### src/rtl/alu_issue_stage_if.sv
`default_nettype none
// ============================================================================
//  Module      : alu_issue_stage_if
//  Description : Handshake and payload bundle for the ALU issue stage.
//                Upstream side: in_valid/in_ready with instr, rs_data,
//                rt_data and flush. Downstream side: out_valid/out_ready
//                with alu_op, alu_a, alu_b, wr_reg, wr_en and illegal.
//                The master modport drives the stage inputs. The slave
//                modport is the stage's own view of the bundle.
//  Revision    : 1.0 - initial release
// ============================================================================
interface alu_issue_stage_if;
  logic        in_valid;
  logic        in_ready;
  logic [31:0] instr;
  logic [31:0] rs_data;
  logic [31:0] rt_data;
  logic        flush;
  logic        out_valid;
  logic        out_ready;
  logic [4:0]  alu_op;
  logic [31:0] alu_a;
  logic [31:0] alu_b;
  logic [4:0]  wr_reg;
  logic        wr_en;
  logic        illegal;

  modport master (
    output in_valid, instr, rs_data, rt_data, flush, out_ready,
    input  in_ready, out_valid, alu_op, alu_a, alu_b, wr_reg, wr_en, illegal
  );

  modport slave (
    input  in_valid, instr, rs_data, rt_data, flush, out_ready,
    output in_ready, out_valid, alu_op, alu_a, alu_b, wr_reg, wr_en, illegal
  );
endinterface
`default_nettype wire

### src/rtl/alu_issue_stage.sv
`default_nettype none
// ============================================================================
//  Module      : alu_issue_stage
//  Description : ID/EX-side producer for the 5-bit ALU interface. It decodes
//                a MIPS instruction and its register read data into alu_op,
//                alu_a, alu_b, wr_reg, wr_en and illegal. It then registers
//                the result behind a valid/ready handshake that supports
//                stall back-pressure and flush.
//  Ports       : clk  - clock
//                rst  - synchronous reset, active-high
//                bus  - alu_issue_stage_if.slave (handshake + payload)
//  Revision    : 1.0 - initial release
// ============================================================================
module alu_issue_stage #(
  parameter bit FLUSH_CLEARS_DATA = 1'b0
) (
  input  logic               clk,
  input  logic               rst,
  alu_issue_stage_if.slave   bus
);

  localparam logic [4:0] c_OP_NOP  = 5'd0;
  localparam logic [4:0] c_OP_ADD  = 5'd1;
  localparam logic [4:0] c_OP_SUB  = 5'd2;
  localparam logic [4:0] c_OP_AND  = 5'd3;
  localparam logic [4:0] c_OP_OR   = 5'd4;
  localparam logic [4:0] c_OP_XOR  = 5'd5;
  localparam logic [4:0] c_OP_NOR  = 5'd6;
  localparam logic [4:0] c_OP_ADDU = 5'd7;
  localparam logic [4:0] c_OP_SUBU = 5'd8;
  localparam logic [4:0] c_OP_SLT  = 5'd9;
  localparam logic [4:0] c_OP_SLTU = 5'd10;
  localparam logic [4:0] c_OP_SLL  = 5'd11;
  localparam logic [4:0] c_OP_SRL  = 5'd12;
  localparam logic [4:0] c_OP_SRA  = 5'd13;
  localparam logic [4:0] c_OP_MOV  = 5'd14;
  localparam logic [4:0] c_OP_LUI  = 5'd15;

  // Registered payload
  logic        r_valid;
  logic [4:0]  r_op;
  logic [31:0] r_a;
  logic [31:0] r_b;
  logic [4:0]  r_reg;
  logic        r_wen;
  logic        r_ill;

  // Decode results
  logic [5:0]  w_opcode;
  logic [5:0]  w_funct;
  logic [31:0] w_imm_sx;
  logic [31:0] w_imm_zx;
  logic [31:0] w_shamt;
  logic [31:0] w_rs_sh;
  logic [4:0]  w_op;
  logic [31:0] w_a;
  logic [31:0] w_b;
  logic [4:0]  w_reg;
  logic        w_en;
  logic        w_ill;
  logic        w_wen;
  logic        w_in_ready;
  logic        w_accept;

  assign w_opcode = bus.instr[31:26];
  assign w_funct  = bus.instr[5:0];
  assign w_imm_sx = {{16{bus.instr[15]}}, bus.instr[15:0]};
  assign w_imm_zx = {16'h0000, bus.instr[15:0]};
  assign w_shamt  = {27'd0, bus.instr[10:6]};
  assign w_rs_sh  = {27'd0, bus.rs_data[4:0]};

  always_comb begin
    w_op  = c_OP_NOP;
    w_a   = 32'd0;
    w_b   = 32'd0;
    w_reg = 5'd0;
    w_en  = 1'b0;
    w_ill = 1'b0;
    // An all-zero word (canonical NOP) keeps every default.
    if (bus.instr != 32'h0) begin
      if (w_opcode == 6'h00) begin
        w_reg = bus.instr[15:11];
        w_en  = 1'b1;
        w_a   = bus.rs_data;
        w_b   = bus.rt_data;
        case (w_funct)
          6'h20: w_op = c_OP_ADD;
          6'h21: w_op = c_OP_ADDU;
          6'h22: w_op = c_OP_SUB;
          6'h23: w_op = c_OP_SUBU;
          6'h24: w_op = c_OP_AND;
          6'h25: w_op = c_OP_OR;
          6'h26: w_op = c_OP_XOR;
          6'h27: w_op = c_OP_NOR;
          6'h2A: w_op = c_OP_SLT;
          6'h2B: w_op = c_OP_SLTU;
          6'h00: begin w_op = c_OP_SLL; w_a = w_shamt; end
          6'h02: begin w_op = c_OP_SRL; w_a = w_shamt; end
          6'h03: begin w_op = c_OP_SRA; w_a = w_shamt; end
          6'h04: begin w_op = c_OP_SLL; w_a = w_rs_sh; end
          6'h06: begin w_op = c_OP_SRL; w_a = w_rs_sh; end
          6'h07: begin w_op = c_OP_SRA; w_a = w_rs_sh; end
          // Conditional moves: the value to move travels on operand B.
          // The condition on rt only gates the write-back.
          6'h0A: begin
            w_op = c_OP_MOV; w_a = 32'd0; w_b = bus.rs_data;
            w_en = (bus.rt_data == 32'd0);
          end
          6'h0B: begin
            w_op = c_OP_MOV; w_a = 32'd0; w_b = bus.rs_data;
            w_en = (bus.rt_data != 32'd0);
          end
          default: begin
            w_a   = 32'd0;
            w_b   = 32'd0;
            w_reg = 5'd0;
            w_en  = 1'b0;
            w_ill = 1'b1;
          end
        endcase
      end else begin
        w_reg = bus.instr[20:16];
        w_en  = 1'b1;
        w_a   = bus.rs_data;
        case (w_opcode)
          6'h08: begin w_op = c_OP_ADD;  w_b = w_imm_sx; end
          6'h09: begin w_op = c_OP_ADDU; w_b = w_imm_sx; end
          6'h0A: begin w_op = c_OP_SLT;  w_b = w_imm_sx; end
          6'h0B: begin w_op = c_OP_SLTU; w_b = w_imm_sx; end
          6'h0C: begin w_op = c_OP_AND;  w_b = w_imm_zx; end
          6'h0D: begin w_op = c_OP_OR;   w_b = w_imm_zx; end
          6'h0E: begin w_op = c_OP_XOR;  w_b = w_imm_zx; end
          6'h0F: begin w_op = c_OP_LUI;  w_a = 32'd0; w_b = w_imm_zx; end
          default: begin
            w_a   = 32'd0;
            w_reg = 5'd0;
            w_en  = 1'b0;
            w_ill = 1'b1;
          end
        endcase
      end
    end
  end

  // $zero is never a write-back target.
  assign w_wen = w_en && (w_reg != 5'd0);

  assign w_in_ready = !bus.flush && (!r_valid || bus.out_ready);
  assign w_accept   = bus.in_valid && w_in_ready;

  always_ff @(posedge clk) begin
    if (rst) begin
      r_valid <= 1'b0;
      r_op    <= 5'd0;
      r_a     <= 32'd0;
      r_b     <= 32'd0;
      r_reg   <= 5'd0;
      r_wen   <= 1'b0;
      r_ill   <= 1'b0;
    end else if (bus.flush) begin
      r_valid <= 1'b0;
      if (FLUSH_CLEARS_DATA) begin
        r_op  <= 5'd0;
        r_a   <= 32'd0;
        r_b   <= 32'd0;
        r_reg <= 5'd0;
        r_wen <= 1'b0;
        r_ill <= 1'b0;
      end
    end else if (w_accept) begin
      r_valid <= 1'b1;
      r_op    <= w_op;
      r_a     <= w_a;
      r_b     <= w_b;
      r_reg   <= w_reg;
      r_wen   <= w_wen;
      r_ill   <= w_ill;
    end else if (bus.out_ready) begin
      r_valid <= 1'b0;
    end
  end

  assign bus.in_ready  = w_in_ready;
  assign bus.out_valid = r_valid;
  assign bus.alu_op    = r_op;
  assign bus.alu_a     = r_a;
  assign bus.alu_b     = r_b;
  assign bus.wr_reg    = r_reg;
  assign bus.wr_en     = r_wen;
  assign bus.illegal   = r_ill;

endmodule
`default_nettype wire

### src/flat_wrapper.sv
// flat-port wrapper written by rule: the top's interface ports become plain ports
module alu_issue_stage_flat 
#(
  parameter bit FLUSH_CLEARS_DATA = 1'b0
)
  (clk, rst, bus_in_valid, bus_instr, bus_rs_data, bus_rt_data, bus_flush, bus_out_ready, bus_in_ready, bus_out_valid, bus_alu_op, bus_alu_a, bus_alu_b, bus_wr_reg, bus_wr_en, bus_illegal);
  alu_issue_stage_if bus_i ();
  input  logic clk;
  input  logic rst;
  input wire logic [$bits(bus_i.in_valid)-1:0] bus_in_valid;
  input wire logic [$bits(bus_i.instr)-1:0] bus_instr;
  input wire logic [$bits(bus_i.rs_data)-1:0] bus_rs_data;
  input wire logic [$bits(bus_i.rt_data)-1:0] bus_rt_data;
  input wire logic [$bits(bus_i.flush)-1:0] bus_flush;
  input wire logic [$bits(bus_i.out_ready)-1:0] bus_out_ready;
  output wire logic [$bits(bus_i.in_ready)-1:0] bus_in_ready;
  output wire logic [$bits(bus_i.out_valid)-1:0] bus_out_valid;
  output wire logic [$bits(bus_i.alu_op)-1:0] bus_alu_op;
  output wire logic [$bits(bus_i.alu_a)-1:0] bus_alu_a;
  output wire logic [$bits(bus_i.alu_b)-1:0] bus_alu_b;
  output wire logic [$bits(bus_i.wr_reg)-1:0] bus_wr_reg;
  output wire logic [$bits(bus_i.wr_en)-1:0] bus_wr_en;
  output wire logic [$bits(bus_i.illegal)-1:0] bus_illegal;
  assign bus_i.in_valid = bus_in_valid;
  assign bus_i.instr = bus_instr;
  assign bus_i.rs_data = bus_rs_data;
  assign bus_i.rt_data = bus_rt_data;
  assign bus_i.flush = bus_flush;
  assign bus_i.out_ready = bus_out_ready;
  assign bus_in_ready = bus_i.in_ready;
  assign bus_out_valid = bus_i.out_valid;
  assign bus_alu_op = bus_i.alu_op;
  assign bus_alu_a = bus_i.alu_a;
  assign bus_alu_b = bus_i.alu_b;
  assign bus_wr_reg = bus_i.wr_reg;
  assign bus_wr_en = bus_i.wr_en;
  assign bus_illegal = bus_i.illegal;
  alu_issue_stage #(.FLUSH_CLEARS_DATA(FLUSH_CLEARS_DATA)) u_core (.clk(clk), .rst(rst), .bus(bus_i));
endmodule
### config.mk
export PLATFORM = sky130hd
export DESIGN_NAME = alu_issue_stage_flat
export DESIGN_NICKNAME = d
export VERILOG_FILES = /design/src/rtl/alu_issue_stage_if.sv /design/src/rtl/alu_issue_stage.sv /design/src/flat_wrapper.sv
export SDC_FILE = /design/constraint.sdc
export NUM_CORES = 1
export LEC_CHECK = 0
export ABC_AREA = 0
export CORE_MARGIN = 3
export CORE_UTILIZATION = 41
export CTS_BUF_LIST = sky130_fd_sc_hd__clkbuf_16
export CTS_CLUSTER_SIZE = 24
export DETAILED_ROUTE_END_ITERATION = 6
export GPL_TIMING_DRIVEN = 0
export PLACE_DENSITY = 0.87
export RECOVER_POWER = 50
export SLEW_MARGIN = 20
export SYNTH_ARGS = -nofsm -noshare
export SYNTH_HDL_FRONTEND = slang
export SYNTH_SLANG_ARGS = --single-unit
### constraint.sdc
create_clock -name clk -period 2.4 [get_ports clk]
set_clock_uncertainty 0.15 [all_clocks]
set_input_delay 0.48 -clock clk [delete_from_list [all_inputs] [get_ports clk]]
set_output_delay 0.48 -clock clk [all_outputs]
set_load 0.01 [all_outputs]
Word-level counts from Yosys, hierarchy flattened
Index checks and enable logic that the tools add are counted.
{ "totals": {"reg_bits": 77, "wordCells": 87, "out_inout_bits": 78, "in_bits": 101} }
{ "op_classes": {"eq_ne": 25, "n_reduce_logical": 28, "bitwise": 1, "muxes": 26} }
{ "op_table": {"columns": ["op", "n"], "rows": [
  ["$mux 32", 5],
  ["$pmux 32 s2", 2],
  ["$pmux 32 s3", 1],
  ["$reduce_bool 32->1", 2],
  ["$eq 6x4->1 const B", 10],
  ["$eq 6x6->1 const B", 10],
  ["$pmux 4 s14", 1],
  ["$logic_not 32->1", 1],
  ["$pmux 4 s8", 1],
  ["$mux 5", 6],
  ["$eq 6x3->1 const B", 3],
  ["$reduce_or 18->1", 1],
  ["$reduce_or 16->1", 1],
  ["$eq 6x2->1 const B", 2],
  ["$logic_not 6->1", 2],
  ["$reduce_or 10->1", 1],
  ["$reduce_or 2->1", 5],
  ["$mux 1", 9],
  ["$reduce_or 4->1", 2],
  ["$reduce_or 8->1", 1],
  ["$reduce_or 7->1", 1],
  ["$reduce_or 3->1", 2],
  ["$reduce_bool 5->1", 1],
  ["$logic_and 1x1->1", 3],
  ["other kinds (6)", 7]
]} }

Longest topological paths before layout
Gate-level depths: netlist (run 1).
{ "logic_depth": {"ltp_word": 7, "ltp_mapped": 7, "mapped_depth_nobuf": 5} }

Worst setup path before layout (run 1)
No wires, ideal clock.
{ "synth_path": {"path_kind": "input to register", "startpoint": "input port bus_instr[31]", "endpoint": "register u_core.r_b[7] (netlist: u_core.bus.alu_b[7])", "t_arrival_ns": 1.977, "cell_stages": 6, "n_path_buf": 2, "setup_ns": 0.129, "required_ns": 2.121, "setup_slack_ns": 0.144, "cell_sequence": "or2_0 -> or4_1 -> buf_2 -> clkbuf_1 -> a221oi_1 -> o31ai_4"} }
{ "synth_via": {"elab_chain_len": 5, "elab_cells_between_ends": 15, "classes_between": "eq/ne: 8; mux: 3; reduce/logical: 4"} }
{ "synth_lines": {"columns": ["element", "line", "source"], "rows": [
  ["from (decl)", "flat_wrapper.sv:11", "input wire logic [$bits(bus_i.instr)-1:0] bus_instr;"],
  ["$eq 6x4->1", "alu_issue_stage.sv:125", "case (w_opcode)"],
  ["$reduce_or 4->1 (no line)", null, null],
  ["$pmux 32 s2", "alu_issue_stage.sv:125", null],
  ["$mux 32", "alu_issue_stage.sv:81", "if (w_opcode == 6'h00) begin"],
  ["$mux 32 *", "alu_issue_stage.sv:80", "if (bus.instr != 32'h0) begin"],
  ["to (signal assigned)", "alu_issue_stage.sv:174", "r_b <= w_b;"],
  ["to (decl)", "alu_issue_stage.sv:43", "logic [31:0] r_b;"]
]} }
Mark *: on every way between the ends. The rest lies on a longest branch, timed or not.
A chain may end at the register's enable or synchronous reset.

Worst setup path in the final report (run 1)
{ "layout_path": {"startpoint": "input port bus_instr[1]", "endpoint": "register u_core.r_b[5] (netlist: u_core.bus.alu_b[5])"} }
{ "layout_via": {"elab_chain_len": 5, "elab_cells_between_ends": 24, "classes_between": "eq/ne: 17; mux: 3; reduce/logical: 4"} }
{ "layout_lines": {"columns": ["element", "line", "source"], "rows": [
  ["$eq 6x6->1 (tied with other cells)", "alu_issue_stage.sv:86", "case (w_funct)"],
  ["$reduce_or 16->1 (no line) or $reduce_or 2->1 (tied branches)", null, null],
  ["$pmux 32 s2", "alu_issue_stage.sv:86", null],
  ["$mux 32", "alu_issue_stage.sv:81", null],
  ["$mux 32 *", "alu_issue_stage.sv:80", null]
]} }
Marked as above.

==> results.rst, run 1 <==
.. list-table::
   :header-rows: 1

   * - Metric
     - Value
   * - Required time worst endpoint
     - 2490 ps
   * - Post-CTS Hold Buffers
     - 0
   * - Combined global-route utilization of all metal layers
     - 29.84%
   * - Hold path start
     - u_core.bus.alu_a[27]
   * - Worst-path cell with the longest stage delay
     - clkdlybuf4s50_1
   * - Part of the cycle the worst path needs
     - 101.8%
   * - Number of primary I/O pins
     - 179
   * - Fin crit period
     - 2444 ps
   * - Area of the core
     - 8848 um2
   * - Setup slack after layout
     - -43.98 ps
   * - Die footprint
     - 10440 um2
   * - Clock Latency Late Sink
     - 340 ps
   * - Final setup violation count
     - 9
   * - Post-Syn Instances
     - 470
   * - Floorplan die height
     - 102.2 um
   * - Weighted congestion at the end of routability-driven global placement
     - 0.9853
   * - Internal reg-to-reg setup slack
     - 410 ps
   * - CP Cell Sequence
     - clkdlybuf4s50_1, buf_2, nand3b_1, nor3_4, buf_6, a221oi_1, o31ai_1
   * - WL final
     - 16.33 mm
   * - Most frequent cells in the layout
     - clkdlybuf4s50_1, nand2_1, dfxtp_1, dlygate4sd3_1, nor2_1
   * - Kind of start point of the critical path
     - input pin
   * - Max transition margin
     - 58.63%
   * - Mux contribution to synthesized area
     - 0.5281%
   * - Bufs on Longest Clock Path
     - 2
   * - Count of TritonRoute iterations in the first routing pass
     - 5
   * - Endpoint arrival time on the critical path
     - 2530 ps
   * - Post-Syn Nets
     - 571
   * - Most common library cell in the layout ignoring fill and taps
     - clkdlybuf4s50_1
   * - Initial antenna violation count
     - 0
   * - Post-synthesis share of cell area spent on full adders, half adders and majority gates
     - 0%
   * - Mean area per synthesized cell
     - 8.066 um2
   * - Maximum number of pins on one net before global-route repair
     - 16
   * - Buffers and inverters on the worst path
     - 3
   * - Post-layout total power
     - 3.126 mW
   * - Count of inserted antenna diode cells
     - 0
   * - Synthesized cell area
     - 3791 um2
   * - Slew at the pin closest to its max-slew limit
     - 614.9 ps
   * - Worst flop-to-flop path startpoint
     - u_core.bus.out_valid
   * - Count of cell instances traversed by the critical path
     - 7
   * - Violated checks
     - negative setup slack
   * - Run status
     - complete, but fails checks
   * - Pre-CTS worst setup slack
     - -792.4 ps
   * - Number of port buffers
     - 175
   * - Starting density of the core
     - 42.85%
   * - Crit-path max FO
     - 10
   * - Final Net Count
     - 776
   * - Synth cell types
     - 61
   * - Worst supply voltage drop on vdd
     - 0.4324 mV
   * - Share of async-settable or async-resettable flops after synthesis
     - 0%
   * - Class of the most critical setup path
     - input pin to flip-flop
   * - Count of warnings emitted by yosys
     - 0
   * - Critical Path Max Stage Delay
     - 600 ps
   * - Highest clock frequency the design can meet
     - 0.4092 GHz
   * - Total overflow reported by the global router
     - 0
   * - Total clock buffers created by CTS
     - 9
   * - XOR/XNOR Fraction of Synth Area
     - 0.4620%
   * - Main flop type after synthesis
     - dfxtp_1
   * - Clk slew on worst S/H paths
     - 60 ps
   * - Endpoint of the worst hold path
     - u_core.bus.alu_a[27]
   * - Compound-cell area share of the yosys netlist
     - 28.18%
   * - Placement Rows
     - 34
   * - P per Cell Area
     - 483.6 nW/um2
   * - Final hold vios
     - 0
   * - Number of DRC markers after the initial detailed-route iteration
     - 344
   * - Flip-flop and latch count after synthesis
     - 76
   * - Clock root buffer
     - clkbuf_16
   * - Share of synthesized area occupied by flip-flops and latches
     - 40.13%
   * - Worst Hold Class
     - flip-flop to flip-flop
   * - Die X
     - 102.2 um
   * - Via count of the first global-routing pass
     - 4636
   * - R2R depth
     - 6
   * - Unrepaired setup endpoints after global routing
     - yes
   * - Top Family by Delay on Critical Path
     - buffers and inverters
   * - Max-Cap Viols
     - 0
   * - Worst reg2reg endpoint
     - u_core.bus.alu_b[5]
   * - Number of levels the H-tree was split into
     - 3
   * - DP HPWL
     - 12.04 mm
   * - Count of flip-flops with a built-in enable after synthesis
     - 0
   * - Worst hold path stage count
     - 2
   * - Sort of element at the end of the critical path
     - flip-flop
   * - Layout cells sized above 1
     - 16.47%
   * - Count of antenna-violating nets left after detailed routing
     - 0
   * - Vias per cell
     - 6.066
   * - Via total after detailed routing
     - 4780
   * - Slew Limit Fails
     - 0
   * - Area share of and/or/nand/nor cells after synthesis
     - 25.68%
   * - TritonCTS Sinks
     - 76
   * - CTS tree
     - built
   * - Wire length of the first global-routing pass
     - 24.09 mm
   * - Area growth, synth to finish
     - 70.50%
   * - Largest family of logic cells by synthesized area
     - compound AO/OA/AOI/OAI gates
   * - Count of unresolved DRC violations after routing
     - 0
   * - Leak
     - 2.617 nW
   * - Routed length per placed instance
     - 20.73 um
[cell usage after synthesis, types with 4 or more instances]
| master | number | area [um2] |
|---|---|---|
| nor2_1 | 33 | 123.9 |
| buf_1 | 4 | 15.01 |
| a21oi_1 | 33 | 165.2 |
| a32o_1 | 4 | 40.04 |
| o31ai_2 | 8 | 100.1 |
| clkbuf_1 | 26 | 97.59 |
| o21ai_0 | 19 | 95.09 |
| nor3_1 | 4 | 20.02 |
| nand3_1 | 32 | 160.2 |
| nand2_1 | 87 | 326.6 |
| a221oi_1 | 32 | 280.3 |
| a311oi_1 | 5 | 43.79 |
| nor4_1 | 14 | 87.58 |
| dfxtp_1 | 76 | 1521 |
| o21ai_1 | 4 | 20.02 |
| buf_2 | 8 | 40.04 |
| o31ai_1 | 7 | 52.55 |
| a22o_1 | 4 | 35.03 |
| inv_1 | 4 | 15.01 |
| nand2b_1 | 7 | 43.79 |
[worst max-delay path by stage]
stage,startpoint,end
global route,bus_instr[29],u_core.bus.alu_b[8]
global placement,bus_instr[1],u_core.bus.alu_b[7]
finish,bus_instr[1],u_core.bus.alu_b[5]
floorplan,bus_instr[31],u_core.bus.alu_b[7]
detailed placement,bus_instr[1],u_core.bus.alu_b[3]
CTS,bus_instr[1],u_core.bus.alu_b[3]
[cells by family (layout without fill, tap and decap cells)]
family	Yosys count	in the layout
xor+xnor	2	2
compound gates	141	141
buf+inv	44	254
simple gates	204	204
mux	2	2
other cells	1	1
flops	76	76
[through the flow]
| stage | utilization, % | instance area (um2) | cells | hold slack, ps | TNS [ps] |
|---|---|---|---|---|---|
| global route | 73.05 | 6464 | 788 | 315.2 | -2115 |
| global placement | 64.17 | 5678 | 753 | 284.8 | -37060 |
| CTS | 70.90 | 6274 | 782 | 303.2 | 0 |
| detailed placement | 64.17 | 5678 | 753 | 292.3 | -41230 |
| finish | 73.05 | 6464 | 788 | 301.1 | -184.6 |
| floorplan | - | 3791 | 470 | 323.8 | 0 |
[repair_timing]
item                                    4_1_cts  5_1_grt
endpoints found under the setup margin       63       65
pin swaps                                     9       10
resized for setup                            57       45
gates cloned                                  2        0
buffers inserted                             11        6
[cell type report]
| cell class | instances | area [um2] |
|---|---|---|
| sequential | 76 | 1521 |
| inverter | 4 | 15.01 |
| timing repair buffer | 194 | 1951 |
| clock inverter | 7 | 57.56 |
| multi-input combinational | 350 | 2322 |
| tap | 108 | 135.1 |
| fill | 644 | 2385 |
| clock buffer | 9 | 225.2 |
| buffer | 40 | 236.5 |
[power by group]
group          total, mW  leakage [nW]  switching (mW)  internal (mW)
clock network       1.30         0.135           0.586          0.716
logic              0.533          1.87           0.283          0.251
registers           1.29         0.614          0.0100           1.28
[metal layers]
layer / vias to the layer above / wire, um / GRT usage [%]
met5: - / 0 / 0
met4: 0 / 519 / 11.20
met3: 56 / 1620 / 6.553
met2: 326 / 7798 / 49.23
met1: 2229 / 6396 / 38.27
li1: 2169 / - / -
[worst reg2reg max path, delay by kind of cell (launching register included)]
family	cells	cell delay (ps)
flops	1	320
compound gates	2	470
simple gates	3	780
buf+inv	1	170
(Power assumes the default switching activity.)
==> run 2, diff against run 1 <==
--- a/config.mk
+++ b/config.mk
@@ -14,7 +14,6 @@
 export GPL_TIMING_DRIVEN = 0
 export PLACE_DENSITY = 0.87
 export RECOVER_POWER = 50
-export SLEW_MARGIN = 20
 export SYNTH_ARGS = -nofsm -noshare
 export SYNTH_HDL_FRONTEND = slang
 export SYNTH_SLANG_ARGS = --single-unit
==> constraint.sdc (replaced) <==
create_clock -name clk -period 2.7 [get_ports clk]
set_clock_uncertainty 0.15 [all_clocks]
set_input_delay 0.54 -clock clk [delete_from_list [all_inputs] [get_ports clk]]
set_output_delay 0.54 -clock clk [all_outputs]
set_load 0.01 [all_outputs]
==> run 2 against run 1 <==
  * The flow now finishes without violations
  * Die area unchanged
  * Cell area decreased by 5.4%
  * Sequential cell count stayed put
  * Register-to-register slack improved by 170 ps
  * Largest cell class unchanged
  * Highest routed layer unchanged
==> results.rst, run 2 (same netlist as run 1, synthesis figures left out) <==
.. list-table::
   :header-rows: 1

   * - Metric
     - Value
   * - Run status
     - complete, no violations (was complete, but fails checks)
   * - Initial antenna violation count
     - 0 (unchanged)
   * - Endpoint arrival time on the critical path
     - 2720 ps (was 2530 ps)
   * - Max transition margin
     - 57.22% (was 58.63%)
   * - Number of primary I/O pins
     - 179 (unchanged)
   * - Clk slew on worst S/H paths
     - 60 ps (about the same)
   * - Metal-1 WL
     - 6.262 mm (was 6.396 mm)
   * - Vias per cell
     - 5.973 (was 6.066)
   * - Number of DRC markers after the initial detailed-route iteration
     - 323 (was 344)
   * - DP HPWL
     - 12.04 mm (unchanged)
   * - Count of antenna-violating nets left after detailed routing
     - 0 (unchanged)
   * - Clock root buffer
     - clkbuf_16 (unchanged)
   * - Placement Rows
     - 34 (unchanged)
   * - Sort of element at the end of the critical path
     - flip-flop (unchanged)
   * - Floorplan die height
     - 102.2 um (unchanged)
   * - Slew Limit Fails
     - 0 (unchanged)
   * - Highest clock frequency the design can meet
     - 0.3772 GHz
   * - Bufs on Longest Clock Path
     - 2 (unchanged)
   * - Count of unresolved DRC violations after routing
     - 0 (unchanged)
   * - Most common library cell in the layout ignoring fill and taps
     - clkdlybuf4s50_1 (unchanged)
   * - Number of levels the H-tree was split into
     - 3 (unchanged)
   * - Setup slack after layout
     - 48.64 ps (was -43.98 ps)
   * - Number of port buffers
     - 175 (unchanged)
   * - Via count of the first global-routing pass
     - 4452 (was 4636)
   * - WL final
     - 15.56 mm (was 16.33 mm)
   * - Pre-CTS worst setup slack
     - -552.4 ps (was -792.4 ps)
   * - Clock Latency Late Sink
     - 340 ps (about the same)
   * - Required time worst endpoint
     - 2770 ps (was 2490 ps)
   * - Total overflow reported by the global router
     - 0 (unchanged)
   * - Starting density of the core
     - 42.85% (unchanged)
   * - Setup Total Neg Slack
     - 0 ps (was -184.6 ps)
   * - Kind of start point of the critical path
     - input pin (unchanged)
   * - Area growth, synth to finish
     - 61.32% (was 70.50%)
   * - Worst supply voltage drop on vdd
     - 0.3766 mV (was 0.4324 mV)
   * - Maximum number of pins on one net before global-route repair
     - 16 (unchanged)
   * - Wire length of the first global-routing pass
     - 23.18 mm (was 24.09 mm)
   * - Routed length on met2
     - 7.385 mm (was 7.798 mm)
   * - Die footprint
     - 10440 um2 (unchanged)
   * - Slew at the pin closest to its max-slew limit
     - 641.7 ps (was 614.9 ps)
   * - Share of the core filled with cells in the final layout
     - 69.12% (was 73.05%)
   * - Routed wl met3
     - 1.540 mm (was 1.620 mm)
   * - Post-CTS Hold Buffers
     - 0 (unchanged)
   * - P per Cell Area
     - 448.9 nW/um2 (was 483.6 nW/um2)
   * - Layout cells sized above 1
     - 10.23% (was 16.47%)
   * - Worst Hold Class
     - flip-flop to flip-flop (unchanged)
   * - Count of TritonRoute iterations in the first routing pass
     - 5 (unchanged)
   * - Leak
     - 2.414 nW (was 2.617 nW)
   * - Weighted congestion at the end of routability-driven global placement
     - 0.9853 (unchanged)
   * - Final hold vios
     - 0 (unchanged)
   * - Final setup violation count
     - 0 (was 9)
   * - Via total after detailed routing
     - 4617 (was 4780)
   * - CTS tree
     - built (unchanged)
   * - # placed instances
     - 753 (unchanged)
   * - Routed length per placed instance
     - 20.12 um (was 20.73 um)
   * - TritonCTS Sinks
     - 76 (unchanged)
   * - Crit-path max FO
     - 10 (unchanged)
   * - Critical Path Max Stage Delay
     - 470 ps (was 600 ps)
   * - Top sig layer
     - met4 (unchanged)
   * - Count of inserted antenna diode cells
     - 0 (unchanged)
   * - Post-Layout Cell Count
     - 773 (was 788)
   * - Total clock buffers created by CTS
     - 9 (unchanged)
   * - Combined global-route utilization of all metal layers
     - 28.68% (was 29.84%)
   * - Area of the core
     - 8848 um2 (unchanged)
   * - CP Cell Sequence
     - clkdlybuf4s50_1, or2_1, or4_1, buf_4, clkbuf_1, a221oi_1, o31ai_2 (was clkdlybuf4s50_1, buf_2, nand3b_1, nor3_4, buf_6, a221oi_1, o31ai_1)
   * - Worst-path cell with the longest stage delay
     - or4_1 (was clkdlybuf4s50_1)
   * - Die X
     - 102.2 um (unchanged)
   * - Max-Cap Viols
     - 0 (unchanged)
   * - Part of the cycle the worst path needs
     - 98.20%
   * - Final Net Count
     - 761 (was 776)
   * - Class of the most critical setup path
     - input pin to flip-flop (unchanged)
   * - Most frequent cells in the layout
     - clkdlybuf4s50_1, nand2_1, dfxtp_1, dlygate4sd3_1, nor2_1 (unchanged)
   * - Fin crit period
     - 2651 ps
[run 2: changes by cell type in the layout (fill, tap and decap cells not counted), moves of 3 or more]
cell,delta
clkdlybuf4s50_1,+5
a221oi_2,-9
buf_1,+4
a221oi_1,+9
dlygate4sd3_1,+4
buf_4,-9
buf_6,-10
dlymetal6s2s_1,-3
buf_2,+4
clkbuf_2,-7
clkbuf_1,+6
dlygate4sd2_1,-6
[run 2: routing by layer]
metal	GRT usage, %	vias to the layer above
li1	-	2136
met1	37.52	2156
met2	46.93	284
met3	6.348	41
met4	9.687	0
met5	0	-
[run 2: path summary, 6_finish.rpt]
path,to,start,depth (start not counted),slack [ps]
worst max-delay path,u_core.bus.alu_b[14],bus_instr[31],7,50
worst min-delay path,u_core.bus.alu_b[25],u_core.bus.alu_b[25],2,300
worst min register to register,u_core.bus.alu_b[25],u_core.bus.alu_b[25],2,300
worst max register to register,u_core.bus.alu_op[1],u_core.bus.out_valid,5,580
[run 2: through the flow]
| step | hold slack [ps] | cell area, um2 | total power, mW |
|---|---|---|---|
| after global placement | 284.8 | 5678 | 1.591 |
| after detailed placement | 292.3 | 5678 | 1.597 |
| after floorplan | 323.8 | 3791 | 1.327 |
| after CTS | 303.2 | 5988 | 2.733 |
| final | 299.1 | 6116 | 2.745 |
| after global routing | 316.9 | 6116 | 2.823 |
[run 2: what timing repair did]
action                                  CTS  global route
endpoints found under the setup margin   47            54
resized for setup                         6            30
pin swaps                                 0             2
buffers inserted                          0             4
[run 2: power breakdown]
group | switching [mW] | internal [mW] | total, mW | leakage (nW)
clock | 0.515 | 0.637 | 1.15 | 0.135
combinational | 0.234 | 0.214 | 0.448 | 1.67
sequential | 0.00877 | 1.14 | 1.15 | 0.614
total | 0.757 | 1.99 | 2.75 | 2.41
[run 2: cell type report]
| type | instances | area (um2) |
|---|---|---|
| inverter | 4 | 15.01 |
| buffer | 40 | 192.7 |
| tap | 108 | 135.1 |
| clock buffer | 9 | 225.2 |
| sequential | 76 | 1521 |
| clock inverter | 7 | 57.56 |
| timing repair buffer | 179 | 1787 |
| multi-input combinational | 350 | 2182 |
| fill | 703 | 2733 |
[run 2: critical path, delay by kind of cell]
family | cells | cell delay [ps]
buffers and inverters | 3 | 910
AOI/OAI and AO/OA | 2 | 530
and+or+nand+nor | 2 | 740
==> run 3, diff against run 2 <==
--- a/config.mk
+++ b/config.mk
@@ -6,11 +6,11 @@
 export NUM_CORES = 1
 export LEC_CHECK = 0
 export ABC_AREA = 0
-export CORE_MARGIN = 3
 export CORE_UTILIZATION = 41
 export CTS_BUF_LIST = sky130_fd_sc_hd__clkbuf_16
 export CTS_CLUSTER_SIZE = 24
 export DETAILED_ROUTE_END_ITERATION = 6
+export GPL_ROUTABILITY_DRIVEN = 0
 export GPL_TIMING_DRIVEN = 0
 export PLACE_DENSITY = 0.87
 export RECOVER_POWER = 50
==> run 3 against run 2 <==
  * The flow now finishes with violations (design-rule violations, negative setup slack)
  * Clock power is 4% higher
  * Sequential power hardly changed
  * Critical path depth stayed put
  * Power is 1.9% higher
  * Utilization is 0.62 points higher
  * Via count is 4.0% higher
==> results.rst, run 3 (same netlist as run 1, synthesis figures left out) <==
.. list-table::
   :header-rows: 1

   * - Metric
     - Value
   * - Run status
     - complete, but fails checks (was complete, no violations)
   * - Violated checks
     - design-rule violations, negative setup slack
   * - Number of levels the H-tree was split into
     - 3 (unchanged)
   * - # placed instances
     - 753 (unchanged)
   * - Final Net Count
     - 762 (was 761)
   * - Share of the core filled with cells in the final layout
     - 69.74% (was 69.12%)
   * - Routed length per placed instance
     - 20.10 um (was 20.12 um)
   * - Critical Path Max Stage Delay
     - 420 ps (was 470 ps)
   * - Worst Hold Class
     - flip-flop to flip-flop (unchanged)
   * - Bufs on Longest Clock Path
     - 2 (unchanged)
   * - Starting density of the core
     - 42.85% (unchanged)
   * - Slew at the pin closest to its max-slew limit
     - 566.1 ps (was 641.7 ps)
   * - Layout cells sized above 1
     - 10.83% (was 10.23%)
   * - Number of primary I/O pins
     - 179 (unchanged)
   * - Setup slack after layout
     - -26.17 ps (was 48.64 ps)
   * - Placement Rows
     - 34 (unchanged)
   * - Number of DRC markers after the initial detailed-route iteration
     - 431 (was 323)
   * - CTS tree
     - built (unchanged)
   * - Count of TritonRoute iterations in the first routing pass
     - 7 (was 5)
   * - Slew Limit Fails
     - 0 (unchanged)
   * - Part of the cycle the worst path needs
     - 101.0% (was 98.20%)
   * - Max transition margin
     - 62.26% (was 57.22%)
   * - DP HPWL
     - 11.43 mm (was 12.04 mm)
   * - Floorplan die height
     - 98.16 um (was 102.2 um)
   * - Crit path capture
     - u_core.bus.alu_op[1] (was u_core.bus.alu_b[14])
   * - Combined global-route utilization of all metal layers
     - 30.09% (was 28.68%)
   * - Via count of the first global-routing pass
     - 4494 (was 4452)
   * - Count of antenna-violating nets left after detailed routing
     - 0 (unchanged)
   * - Sort of element at the end of the critical path
     - flip-flop (unchanged)
   * - Worst reg2reg endpoint
     - u_core.bus.alu_b[15] (was u_core.bus.alu_op[1])
   * - Post-Layout Cell Count
     - 773 (unchanged)
   * - Area growth, synth to finish
     - 62.77% (was 61.32%)
   * - Clk slew on worst S/H paths
     - 60 ps (about the same)
   * - Pre-CTS worst setup slack
     - -543.9 ps (was -552.4 ps)
   * - Number of port buffers
     - 175 (unchanged)
   * - Post-CTS Hold Buffers
     - 0 (unchanged)
   * - Vias per cell
     - 6.213 (was 5.973)
   * - WL final
     - 15.53 mm (was 15.56 mm)
   * - Crit-path max FO
     - 10 (unchanged)
   * - Die footprint
     - 9635 um2 (was 10440 um2)
   * - Post-layout total power
     - 2.799 mW (was 2.745 mW)
   * - Hold path start
     - u_core.bus.alu_a[26] (was u_core.bus.alu_b[25])
   * - Clock root buffer
     - clkbuf_16 (unchanged)
   * - TritonCTS Sinks
     - 76 (unchanged)
   * - R2R depth
     - 6 (was 5)
   * - CP Cell Sequence
     - clkdlybuf4s50_1, buf_2, nor4_2, nand3b_1, nor2_2, o211ai_1, o41ai_1 (was clkdlybuf4s50_1, or2_1, or4_1, buf_4, clkbuf_1, a221oi_1, o31ai_2)
   * - Required time worst endpoint
     - 2780 ps (was 2770 ps)
   * - Clock Latency Late Sink
     - 330 ps (was 340 ps)
   * - Worst supply voltage drop on vdd
     - 0.2984 mV (was 0.3766 mV)
   * - Total clock buffers created by CTS
     - 9 (unchanged)
   * - Initial antenna violation count
     - 0 (unchanged)
   * - Count of unresolved DRC violations after routing
     - 9 (was 0)
   * - Final hold vios
     - 0 (unchanged)
   * - Endpoint arrival time on the critical path
     - 2800 ps (was 2720 ps)
   * - Worst flop-to-flop path startpoint
     - u_core.bus.out_valid (unchanged)
   * - Final setup violation count
     - 2 (was 0)
   * - Kind of start point of the critical path
     - input pin (unchanged)
   * - Class of the most critical setup path
     - input pin to flip-flop (unchanged)
   * - Fin crit period
     - 2726 ps (was 2651 ps)
   * - Die X
     - 98.16 um (was 102.2 um)
   * - Internal reg-to-reg setup slack
     - 590 ps (was 580 ps)
   * - Total overflow reported by the global router
     - 0 (unchanged)
   * - Maximum number of pins on one net before global-route repair
     - 14 (was 16)
   * - Worst-path cell with the longest stage delay
     - clkdlybuf4s50_1 (was or4_1)
   * - Unrepaired setup endpoints after global routing
     - yes
   * - Most frequent cells in the layout
     - clkdlybuf4s50_1, nand2_1, dfxtp_1, dlygate4sd3_1, nor2_1 (unchanged)
   * - Max-Cap Viols
     - 0 (unchanged)
   * - P per Cell Area
     - 453.5 nW/um2 (was 448.9 nW/um2)
   * - Most common library cell in the layout ignoring fill and taps
     - clkdlybuf4s50_1 (unchanged)
   * - Leak
     - 2.442 nW (was 2.414 nW)
   * - Critical path launch point
     - bus_instr[4] (was bus_instr[31])
   * - Via total after detailed routing
     - 4803 (was 4617)
   * - Area of the core
     - 8848 um2 (unchanged)
   * - Highest clock frequency the design can meet
     - 0.3668 GHz (was 0.3772 GHz)
   * - Wire length of the first global-routing pass
     - 22.78 mm (was 23.18 mm)
   * - Count of inserted antenna diode cells
     - 0 (unchanged)
run 3: cell types whose count changed in the layout (fill, tap and decap cells not counted), sizes merged:
cell           change
buf                -2
clkbuf             +3
inv                -3
clkinv             +1
bufinv             +1
dlygate4sd3        -1
clkdlybuf4s50      +1
run 3: power breakdown:
part / switching [mW] / total (mW) / internal, mW
Sequential: 0.00884 / 1.15 / 1.14
Clock: 0.490 / 1.20 / 0.711
Combinational: 0.236 / 0.452 / 0.215
run 3: area by class of cell:
class | count | area (um2)
clock inverters | 6 | 63.81
flip-flops and latches | 76 | 1521
well taps | 108 | 135.1
multi-input cells | 350 | 2196
inverters | 4 | 15.01
clock buffers | 9 | 225.2
repair buffers | 180 | 1812
plain buffers | 40 | 202.7
fillers | 682 | 2678
run 3: how the worst min path moves through the flow:
| stage | endpoint | slack (ps) | cells after the start |
|---|---|---|---|
| after global routing | u_core.bus.alu_a[26] | 310 | 2 |
| after global placement | u_core.bus.alu_b[20] | 280 | 2 |
| after floorplan | u_core.bus.alu_b[22] | 320 | 2 |
| final | u_core.bus.alu_a[26] | 300 | 2 |
| after detailed placement | u_core.bus.alu_b[19] | 290 | 2 |
| after CTS | u_core.bus.alu_a[26] | 300 | 2 |
run 3: through the flow:
step                setup TNS (ps)  hold WS, ps  area (um2)
finish                      -29.05        300.5        6171
global placement            -16350        284.3        5678
detailed placement          -21140        290.8        5678
floorplan                        0        323.8        3791
global route                 -1293        313.5        6171
CTS                              0        301.7        6006
run 3: per-layer routing:
| layer | up-vias | track usage (%) | wire, um |
|---|---|---|---|
| li1 | 2138 | - | - |
| met1 | 2256 | 37.75 | 5905 |
| met2 | 345 | 50.05 | 7413 |
| met3 | 64 | 6.371 | 1693 |
| met4 | 0 | 12.74 | 521 |
| met5 | - | 0 | 0 |
run 3: worst max-delay path, delay by kind of cell:
kind / cells / cell delay [ps]
buf+inv: 2 / 630
compound gates: 2 / 590
simple gates: 3 / 1030
run 3: timing repair:
item	4_1_cts	5_1_grt
gates resized for setup	7	37
endpoints found under the setup margin	36	54
cloned	0	1
setup buffers	0	4
pin swaps	0	4
